## src/rtl/mem_arbiter.sv

```systemverilog
// mem_arbiter: shares one unified memory port between the instruction-fetch
// and data-access requesters. Round-robin arbitration, registered memory
// interface, one-cycle completion pulse per requester, and a watchdog that
// aborts a memory request that is never acknowledged.
module mem_arbiter #(
    parameter int unsigned TIMEOUT = 16  // legal range 1..255
) (
    input  logic        clk,
    input  logic        reset,
    // instruction fetch requester
    input  logic        i_req,
    input  logic [31:0] i_addr,
    output logic [31:0] i_rdata,
    output logic        i_ack,
    output logic        i_err,
    // data access requester
    input  logic        d_req,
    input  logic        d_we,
    input  logic [2:0]  d_mode,
    input  logic [31:0] d_addr,
    input  logic [31:0] d_wdata,
    output logic [31:0] d_rdata,
    output logic        d_ack,
    output logic        d_err,
    // memory port
    output logic        m_req,
    output logic        m_we,
    output logic [2:0]  m_mode,
    output logic [31:0] m_addr,
    output logic [31:0] m_wdata,
    input  logic [31:0] m_rdata,
    input  logic        m_ack
);

    typedef enum logic [2:0] {IDLE, BUSY_I, BUSY_D, RESP_I, RESP_D} state_t;

    localparam logic       GRANT_I  = 1'b0;
    localparam logic       GRANT_D  = 1'b1;
    localparam logic [7:0] CNT_LAST = 8'(TIMEOUT - 1);
    localparam logic [2:0] MODE_WORD = 3'b010;

    state_t      state_q, state_d;
    logic        last_grant_q, last_grant_d;
    logic [7:0]  wait_cnt_q, wait_cnt_d;
    logic        m_req_q, m_req_d;
    logic        m_we_q, m_we_d;
    logic [2:0]  m_mode_q, m_mode_d;
    logic [31:0] m_addr_q, m_addr_d;
    logic [31:0] m_wdata_q, m_wdata_d;
    logic [31:0] i_rdata_q, i_rdata_d;
    logic        i_err_q, i_err_d;
    logic [31:0] d_rdata_q, d_rdata_d;
    logic        d_err_q, d_err_d;

    logic timed_out;
    assign timed_out = (wait_cnt_q == CNT_LAST);

    // State and datapath registers; reset drops the memory request at once.
    // NOTE: sequential state uses non-blocking assignments so every flop
    // samples the pre-edge value of every other flop.
    always_ff @(posedge clk or posedge reset) begin
        if (reset) begin
            state_q      <= IDLE;
            last_grant_q <= GRANT_D;
            wait_cnt_q   <= '0;
            m_req_q      <= 1'b0;
            m_we_q       <= 1'b0;
            m_mode_q     <= '0;
            m_addr_q     <= '0;
            m_wdata_q    <= '0;
            i_rdata_q    <= '0;
            i_err_q      <= 1'b0;
            d_rdata_q    <= '0;
            d_err_q      <= 1'b0;
        end else begin
            state_q      <= state_d;
            last_grant_q <= last_grant_d;
            wait_cnt_q   <= wait_cnt_d;
            m_req_q      <= m_req_d;
            m_we_q       <= m_we_d;
            m_mode_q     <= m_mode_d;
            m_addr_q     <= m_addr_d;
            m_wdata_q    <= m_wdata_d;
            i_rdata_q    <= i_rdata_d;
            i_err_q      <= i_err_d;
            d_rdata_q    <= d_rdata_d;
            d_err_q      <= d_err_d;
        end
    end

    // Next state: round-robin grant in IDLE, completion or timeout in BUSY.
    // NOTE: every always_comb target gets a default first so no latch is inferred.
    always_comb begin
        state_d = state_q;
        case (state_q)
            IDLE: begin
                if (i_req && (!d_req || last_grant_q == GRANT_D)) state_d = BUSY_I;
                else if (d_req)                                   state_d = BUSY_D;
            end
            BUSY_I:  if (m_ack || timed_out) state_d = RESP_I;
            BUSY_D:  if (m_ack || timed_out) state_d = RESP_D;
            RESP_I:  state_d = IDLE;
            RESP_D:  state_d = IDLE;
            default: state_d = IDLE;
        endcase
    end

    // Datapath: latch the granted request, run the watchdog, capture responses.
    always_comb begin
        last_grant_d = last_grant_q;
        wait_cnt_d   = wait_cnt_q;
        m_req_d      = m_req_q;
        m_we_d       = m_we_q;
        m_mode_d     = m_mode_q;
        m_addr_d     = m_addr_q;
        m_wdata_d    = m_wdata_q;
        i_rdata_d    = i_rdata_q;
        i_err_d      = i_err_q;
        d_rdata_d    = d_rdata_q;
        d_err_d      = d_err_q;

        if (state_q == IDLE && state_d == BUSY_I) begin
            last_grant_d = GRANT_I;
            wait_cnt_d   = '0;
            m_req_d      = 1'b1;
            m_we_d       = 1'b0;
            m_mode_d     = MODE_WORD;
            m_addr_d     = i_addr;
            m_wdata_d    = '0;
        end else if (state_q == IDLE && state_d == BUSY_D) begin
            last_grant_d = GRANT_D;
            wait_cnt_d   = '0;
            m_req_d      = 1'b1;
            m_we_d       = d_we;
            m_mode_d     = d_mode;
            m_addr_d     = d_addr;
            m_wdata_d    = d_wdata;
        end else if (state_q == BUSY_I || state_q == BUSY_D) begin
            if (m_ack || timed_out) begin
                // m_ack wins over a coincident timeout
                m_req_d   = 1'b0;
                m_we_d    = 1'b0;
                m_mode_d  = '0;
                m_addr_d  = '0;
                m_wdata_d = '0;
                if (state_q == BUSY_I) begin
                    i_rdata_d = m_ack ? m_rdata : '0;
                    i_err_d   = !m_ack;
                end else begin
                    d_rdata_d = (m_ack && !m_we_q) ? m_rdata : '0;
                    d_err_d   = !m_ack;
                end
            end else begin
                wait_cnt_d = wait_cnt_q + 8'd1;
            end
        end
    end

    // Outputs: ack pulses decode the RESP states; everything else is a flop.
    always_comb begin
        i_ack   = (state_q == RESP_I);
        d_ack   = (state_q == RESP_D);
        i_rdata = i_rdata_q;
        i_err   = i_err_q;
        d_rdata = d_rdata_q;
        d_err   = d_err_q;
        m_req   = m_req_q;
        m_we    = m_we_q;
        m_mode  = m_mode_q;
        m_addr  = m_addr_q;
        m_wdata = m_wdata_q;
    end

endmodule

```

## config.mk

```make
export PLATFORM = sky130hd
export DESIGN_NAME = mem_arbiter
export DESIGN_NICKNAME = d
export VERILOG_FILES = /design/src/rtl/mem_arbiter.sv
export SDC_FILE = /design/constraint.sdc
export NUM_CORES = 1
export LEC_CHECK = 0
export CORE_MARGIN = 4
export CORE_UTILIZATION = 39
export DETAILED_ROUTE_END_ITERATION = 8
export HOLD_SLACK_MARGIN = 0.12
export PLACE_DENSITY = 0.76
export SYNTH_ARGS = -nofsm -noshare
export SYNTH_HDL_FRONTEND = slang
export SYNTH_SLANG_ARGS = --single-unit
```

## constraint.sdc

```tcl
create_clock -name clk -period 5.91 [get_ports clk]
set_input_delay 0.8865 -clock clk [delete_from_list [all_inputs] [get_ports clk]]
set_output_delay 0.8865 -clock clk [all_outputs]
set_load 0.03 [all_outputs]
```

Word-level counts from Yosys, hierarchy flattened
Cells that the tools add are included.
{ "word_totals": {"register_bits": 147, "output_inout_bits": 137, "word_cells": 71} }
{ "classes": {"add_sub_neg": 1, "n_eq_ne": 8, "bitwise": 3, "muxes": 29, "reduce_logical": 18} }
{ "ops": {"columns": ["cell", "n"], "rows": [
  ["2-to-1 mux 32 bit", 8],
  ["2-to-1 mux 8 bit", 4],
  ["2-to-1 mux 3 bit", 8],
  ["AND reduction 5 bit", 2],
  ["equality test 3 x 2 -> 1 bit (second input constant)", 3],
  ["case mux 3 bit (3 select lines)", 1],
  ["adder 8 x 1 -> 8 bit (second input constant)", 1],
  ["equality test 8 x 4 -> 1 bit (second input constant)", 1],
  ["2-to-1 mux 1 bit", 8],
  ["equality test 3 x 1 -> 1 bit (second input constant)", 2],
  ["nonzero test 3 bit", 2],
  ["logical AND 1 bit", 4],
  ["AND reduction 2 bit", 2],
  ["equality test 3 bit (second input constant)", 1],
  ["zero test 1 bit", 3],
  ["zero test 3 bit", 1],
  ["logical OR 1 bit", 3],
  ["!= test 3 x 1 -> 1 bit (second input constant)", 1],
  ["inverter 1 bit", 3],
  ["nonzero test 2 bit", 1]
]} }

Depth between registers and ports, before layout
Gate-level depths: netlist of run 1.
{ "depth": {"depth_word": 9, "ltp_mapped": 8} }

Worst setup path after synthesis of run 1
Ideal clock, no wire load.
{ "synth_path": {"path_kind": "register to output", "from": "register state_q[2]", "to": "output d_ack", "path_buffers": 1, "path_stages_with_launch": 3, "setup_slack_ns": 3.682, "arrival_ns": 1.342, "cell_sequence": "dfrtp_1 > clkbuf_1 > nor3b_1"} }
{ "synth_via": {"elab_chain_cells": 1} }
{ "synth_lines": {"columns": ["element", "line", "text"], "rows": [
  ["start: declaration", "42", "state_t state_q, state_d;"],
  ["start signal: assignment", "76", "state_q <= state_d;"],
  ["equality test 3 bit", "162", "d_ack = (state_q == RESP_D);"],
  ["end: declaration", "23", "output logic d_ack,"]
]} }
Every way passes these cells.

Final worst setup path of run 1
{ "layout_path": {"from": "input m_ack", "to": "register m_addr_q[9], in the netlist m_addr[9]"} }
{ "layout_via": {"elab_chain_cells": 7} }
{ "layout_lines": {"columns": ["element", "line", "text"], "rows": [
  ["start: declaration", "32", "input logic m_ack"],
  ["logical OR 1 bit (*)", "100, 101, 139", null],
  ["2-to-1 mux 3 bit, on equally long branches", "101, 100", null],
  ["case mux 3 bit (3 select lines)", "95", "case (state_q)"],
  ["equality test 3 x 1 -> 1 bit / equality test 3 x 2 -> 1 bit (equally long branches)", "122, 130", null],
  ["logical AND 1 bit, on equally long branches", "122, 130", null],
  ["nonzero test 3 bit (no source line) / 2-to-1 mux 32 bit (equally long branches)", null, null],
  ["AND reduction 2 bit (no source line) / 2-to-1 mux 32 bit (equally long branches)", null, null],
  ["end signal: assignment", "82", "m_addr_q <= m_addr_d;"],
  ["end: declaration", "48", "logic [31:0] m_addr_q, m_addr_d;"]
]} }
Mark *: on every way between the ends. The rest lies on a longest branch, timed or not.
A chain may end at the register's enable or synchronous reset.

==> results of run 1 <==
[routing by layer]
metal	wire (um)	up-vias	GRT usage (%)
met5	12	-	0
met4	649	2	9.70
met3	1310	52	6.46
met2	9590	215	36.1
met1	7060	2537	23.7
li1	-	2403	-
[cell families (layout without fill, tap and decap cells)]
kind of cell    Yosys count  in the layout  share of synthesized area [%]
flops                   147            147                           60.3
compound gates          152            152                           18.7
fa+ha+maj                 1              1                          0.205
xor+xnor                  2              2                          0.287
mux                      34             34                           5.58
simple gates            103            103                           7.98
buf+inv                 109            381                           6.91
[state kept, by name, summed over array words and instances (netlist names)]
register / flops
d_rdata: 32
i_rdata: 32
m_addr: 32
m_wdata: 32
wait_cnt_q: 8
m_mode: 3
state_q: 3
d_err: 1
i_err: 1
last_grant_q: 1
m_req: 1
m_we: 1
[layout make-up]
type                    instances  area, um2
fillers                      1197       5670
flip-flops and latches        147       3680
repair buffers                281       2790
multi-input cells             292       2020
clock buffers                  26        489
inverters                      69        264
well taps                     211        264
clock inverters                 5       75.1
[through the flow]
step / total power, W / hold WS (ns)
2_1_floorplan: 0.00333 / 0.484
3_3_place_gp: 0.00450 / 0.461
3_5_place_dp: 0.00456 / 0.464
4_1_cts: 0.00563 / 0.477
5_1_grt: 0.00587 / 0.486
6_report: 0.00559 / 0.474
[Yosys cell counts, types with 4 or more instances]
cell	count	area (um2)
nand2_1	42	158
a22o_1	67	587
a21oi_1	4	20.0
inv_1	69	259
mux2i_1	34	340
nand3_1	35	175
o21ai_0	34	170
clkbuf_1	30	113
buf_2	8	40.0
dfrtp_1	146	3650
a21o_1	34	255
nor2_1	7	26.3
[how the worst max path moves through the flow]
stage / start / cells after the start / endpoint / slack (ns)
finish: m_ack / 7 / m_addr[9] / 2.80
global route: m_ack / 7 / m_addr[17] / 2.62
CTS: m_ack / 7 / m_addr[9] / 2.82
detailed placement: m_ack / 7 / m_addr[9] / 2.39
global placement: m_ack / 7 / m_addr[5] / 2.45
floorplan: reset / 1 / d_err / 1.07
[report_power, final]
part / switching, W / internal (W) / leakage (nW)
Combinational: 0.00163 / 0.00119 / 2.41
Sequential: 0.000280 / 0.00145 / 1.89
Clock: 0.000392 / 0.000651 / 0.278
[critical path, delay by kind of cell]
kind / cells / cell delay, ns
buffers and inverters: 4 / 1.23
AOI/OAI and AO/OA: 3 / 1.32
[cell usage in the layout, fill, tap and decap left out, types with 2 or more instances in the layout]
cell type,instances
o21ai_0,34
inv_1,68
a21oi_1,3
clkbuf_16,17
buf_4,8
nand2_1,41
nor3_1,2
dfrtp_1,146
mux2i_1,34
nor4_1,2
bufinv_16,2
clkdlybuf4s50_1,273
a22o_1,67
a21o_1,34
and3_1,2
or4_1,2
clkinv_2,3
nand3_1,35
o31ai_1,2
clkbuf_1,6
nand2b_1,2
clkbuf_8,3
xnor2_1,2
nor2_1,7
==> metrics.cfg, run 1 <==
[clock_network]
postCtsSetupRepairBufs=0
clockRootBuffer=clkbuf_16
cts_buffers=17
cts_hold_buf=0
clkTransAtPathRegs_ns=0.06
clockBufferDepth=2
ctsHtreeMaxLevel=4
cts_tree=built
cts.sinks=147
cts_resized=0
clock_latency_ns=0.42

[synth]
post_synth.cell_area_avg_um2=11.1
synth_ff_type=dfrtp_1
synth_edf_count=0
ys_ff_latch=147
synth_warnings=0
yosysUniqueCellTypes=40
seq_area_frac_synth_pct=60.3
syn-cell-area_mm2=0.00610
syn-instance-count=548
synthesis.nets=686
async_flop_share_pct=100

[status]
outcome=complete, no violations

[worst_setup_path]
path_cells=clkdlybuf4s50_1 -> buf_4 -> a21o_1 -> a21oi_4 -> buf_4 -> buf_4 -> a21o_1
crit_required_ns=6.27
reg2regPathDepth=7
crit_fanout=42
cp-start-kind=input pin
reg2reg_to=m_addr[9]
crit_type=in2reg
reg2reg_from=wait_cnt_q[0]
end_kind=flop
cpMostUsedCell=buf_4
crit_path_max_incr_delay_ns=0.87
cp.arrival_ns=3.47
cpMaxStageDelayCell=a21oi_4
reg2reg_slack_ns=3.08

[final_layout]
finalNetCount=946
area_delta_synth_final_pct=57.1
final_cell_count_no_fill=1031
drive_gt1_share_pct=5.24
finalInstanceArea_mm2=0.00959
fin_util_pct=62.8
antenna_cells=0

[place]
pre_cts_ws_ns=2.39
port_buffers=273
place_congestion=0.823
dp_hpwl_um=13500
place_inst=1000
dpl_cell_area_mm2=0.00902

[global_route]
grt_pass1_vias=5490
antenna_found_initial=1
grt_overflow=0
grt_max_degree=90
grt_pass1_wl_um=29200
grt_usage_pct=20.9

[die]
initial_core_util_pct=40.0
die_height_um=133
die_w_um=133
design.core.area_mm2=0.0153
ios=274
fp-row-count=45
dieArea_mm2=0.0177

[sta]
tns_ns=0
finalCriticalPeriod_ns=3.11
setup_ws_ns=2.80
relSlewSlack_pct=18.5
setup_viol=0
rsz0062_at_grt=no
worst_pin_slew_ns=1.22
hold_viol=0
report.final.slew_viol_count=0
period_share_pct=52.6
fmax_mhz=322
skew_ns=0.00761

[detailed_routing]
drt_iter0_drc=231
drc=0
routed-via-count=5209
drt_wl_total_um=18600
ant_nets=0
via_per_inst=5.05
dr.pass1.iters=4
wl_per_cell_um=18.1

[run]
maxCapViolCount=0

[pwr]
ir_worst_vdd_mv=0.232
power_density_mw_per_mm2=583
p_leak_nw=4.58

[worst_hold_path]
worstHoldStart=m_addr[25]
hold_depth=1
hp-class=reg2reg
worstHoldEndpoint=m_addr[25]

Note: power is estimated with default switching activity, not from simulation.
==> run 2, diff against run 1 <==
- CORE_UTILIZATION: 39 -> 38
- PLACE_DENSITY: 0.76 -> 0.77
- clock period: 5.91 -> 2.8 ns (I/O delays scaled with it)
==> metrics.cfg, run 2 (synthesized netlist as in run 1, its figures left out) <==
[place]
place_congestion=0.746  ; was 0.823
pre_cts_ws_ns=0.518  ; was 2.39 ns
dpl_cell_area_mm2=0.00914  ; was 0.00902 mm2
port_buffers=273  ; unchanged
dp_hpwl_um=13300  ; was 13500 um

[final_layout]
finalInstanceArea_mm2=0.00975  ; was 0.00959 mm2
final_common_cell=clkdlybuf4s50_1  ; unchanged
finalNetCount=954  ; was 946
final_cell_mix=clkdlybuf4s50_1, dfrtp_1, inv_1  ; unchanged
area_delta_synth_final_pct=59.8  ; was 57.1%
antenna_cells=0  ; unchanged
drive_gt1_share_pct=6.88  ; was 5.24%

[clock_network]
cts_hold_buf=0  ; unchanged
ctsHtreeMaxLevel=4  ; unchanged
cts_buffers=17  ; unchanged
clockBufferDepth=2  ; unchanged
clkTransAtPathRegs_ns=0.06  ; about the same
clockRootBuffer=clkbuf_16  ; unchanged
clock_latency_ns=0.42  ; about the same
cts.sinks=147  ; unchanged
cts_tree=built  ; unchanged
cts_resized=0  ; unchanged
postCtsSetupRepairBufs=0  ; unchanged

[sta]
setup_ws_ns=0.462  ; was 2.80 ns
rsz0062_at_grt=no  ; unchanged
report.final.slew_viol_count=0  ; unchanged
relSlewSlack_pct=62.7  ; was 18.5%
hold_viol=0  ; unchanged
worst_pin_slew_ns=0.559  ; was 1.22 ns
tns_ns=0  ; unchanged
period_share_pct=83.5
skew_ns=0.0148  ; was 0.00761 ns
fmax_mhz=428
setup_viol=0  ; unchanged
finalCriticalPeriod_ns=2.34

[detailed_routing]
wl_per_cell_um=17.6  ; was 18.1 um
drt_iter0_drc=280  ; was 231
drc=0  ; unchanged
ant_nets=0  ; unchanged
drt_wl_total_um=18300  ; was 18600 um
dr.pass1.iters=4  ; unchanged
routed-via-count=5165  ; was 5209
via_per_inst=4.94  ; was 5.05

[worst_setup_path]
path_cells=nand2b_1 -> nor2_1 -> clkdlybuf4s50_1  ; was clkdlybuf4s50_1 -> buf_4 -> a21o_1 -> a21oi_4 -> buf_4 -> buf_4 -> a21o_1
crit_required_ns=2.38  ; was 6.27 ns
crit_type=reg2out  ; was in2reg
cpMaxStageDelayCell=clkdlybuf4s50_1  ; was a21oi_4
reg2reg_slack_ns=0.72  ; was 3.08 ns
reg2regPathDepth=6  ; was 7
startpoint=state_q[2]  ; was m_ack
worstSetupEndpoint=i_ack  ; was m_addr[9]
cp.arrival_ns=1.92  ; was 3.47 ns
crit_fanout=10  ; was 42
crit_path_max_incr_delay_ns=0.69  ; was 0.87 ns
reg2reg_from=wait_cnt_q[0]  ; unchanged
reg2reg_to=m_wdata[4]  ; was m_addr[9]
end_kind=output pin  ; was flop
cp-start-kind=flop  ; was input pin

[pwr]
p_leak_nw=4.64  ; was 4.58 nW
power_w=0.0120  ; was 0.00559 W
power_density_mw_per_mm2=1240  ; was 583 mW/mm2
ir_worst_vdd_mv=0.582  ; was 0.232 mV

[die]
ios=274  ; unchanged
initial_core_util_pct=38.6  ; was 40.0%
design.core.area_mm2=0.0158  ; was 0.0153 mm2
fp-row-count=46  ; was 45
die_w_um=135  ; was 133 um
die_height_um=135  ; was 133 um
dieArea_mm2=0.0181  ; was 0.0177 mm2

[worst_hold_path]
hp-class=in2async  ; was reg2reg

[global_route]
grt_overflow=0  ; unchanged
grt_pass1_vias=5339  ; was 5490
grt_usage_pct=20.5  ; was 20.9%
antenna_found_initial=0  ; was 1
grt_max_degree=64  ; was 90
grt_pass1_wl_um=28900  ; was 29200 um

[status]
outcome=complete, no violations  ; unchanged

[run]
maxCapViolCount=0  ; unchanged

run 2: cell count changes in the layout (fill, tap and decap cells not counted):
cell        change
clkbuf_1        -5
clkinv_4        +2
bufinv_16       +1
clkbuf_8        -1
clkinvlp_4      +4
buf_4           +4
buf_12          +4
run 2: per-layer routing:
metal | track usage, % | up-vias | routed length, um
met5 | 0 | - | 0
met4 | 6.84 | 0 | 348
li1 | - | 2430 | -
met1 | 24.7 | 2498 | 7300
met2 | 33.8 | 217 | 8850
met3 | 7.82 | 20 | 1840
run 2: stage by stage:
step	hold WS, ns	utilization (%)	cells
5_1_grt	0.230	61.6	1045
3_3_place_gp	0.459	57.7	1013
3_5_place_dp	0.465	57.7	1013
2_1_floorplan	0.484	-	548
6_report	0.235	61.6	1045
4_1_cts	0.216	61.6	1045
run 2: how the worst min path moves through the flow:
| stage | start | to | cells past startpoint |
|---|---|---|---|
| final | reset | m_addr[6] | 2 |
| after global routing | reset | m_addr[6] | 2 |
| after CTS | reset | m_addr[6] | 2 |
| after detailed placement | m_addr[28] | m_addr[28] | 1 |
| after global placement | m_addr[2] | m_addr[2] | 1 |
| after floorplan | last_grant_q | last_grant_q | 2 |
run 2: cell type report:
class	instances	area (um2)
flip-flops and latches	147	3680
well taps	216	270
repair buffers	289	2900
clock buffers	20	457
inverters	69	263
fillers	1289	6080
clock inverters	12	154
multi-input cells	292	2020
run 2: worst max-delay path, delay by kind of cell, from the launching register on:
kind	cells	cell delay [ns]
flops	1	0.49
simple gates	2	0.32
buf+inv	1	0.69
run 2: power by group:
part	total [W]	switching [W]	internal (W)	leakage, nW
clock network	0.00235	0.000900	0.00145	0.292
registers	0.00360	0.000555	0.00305	1.89
logic	0.00609	0.00348	0.00261	2.46
total	0.0120	0.00494	0.00711	4.64
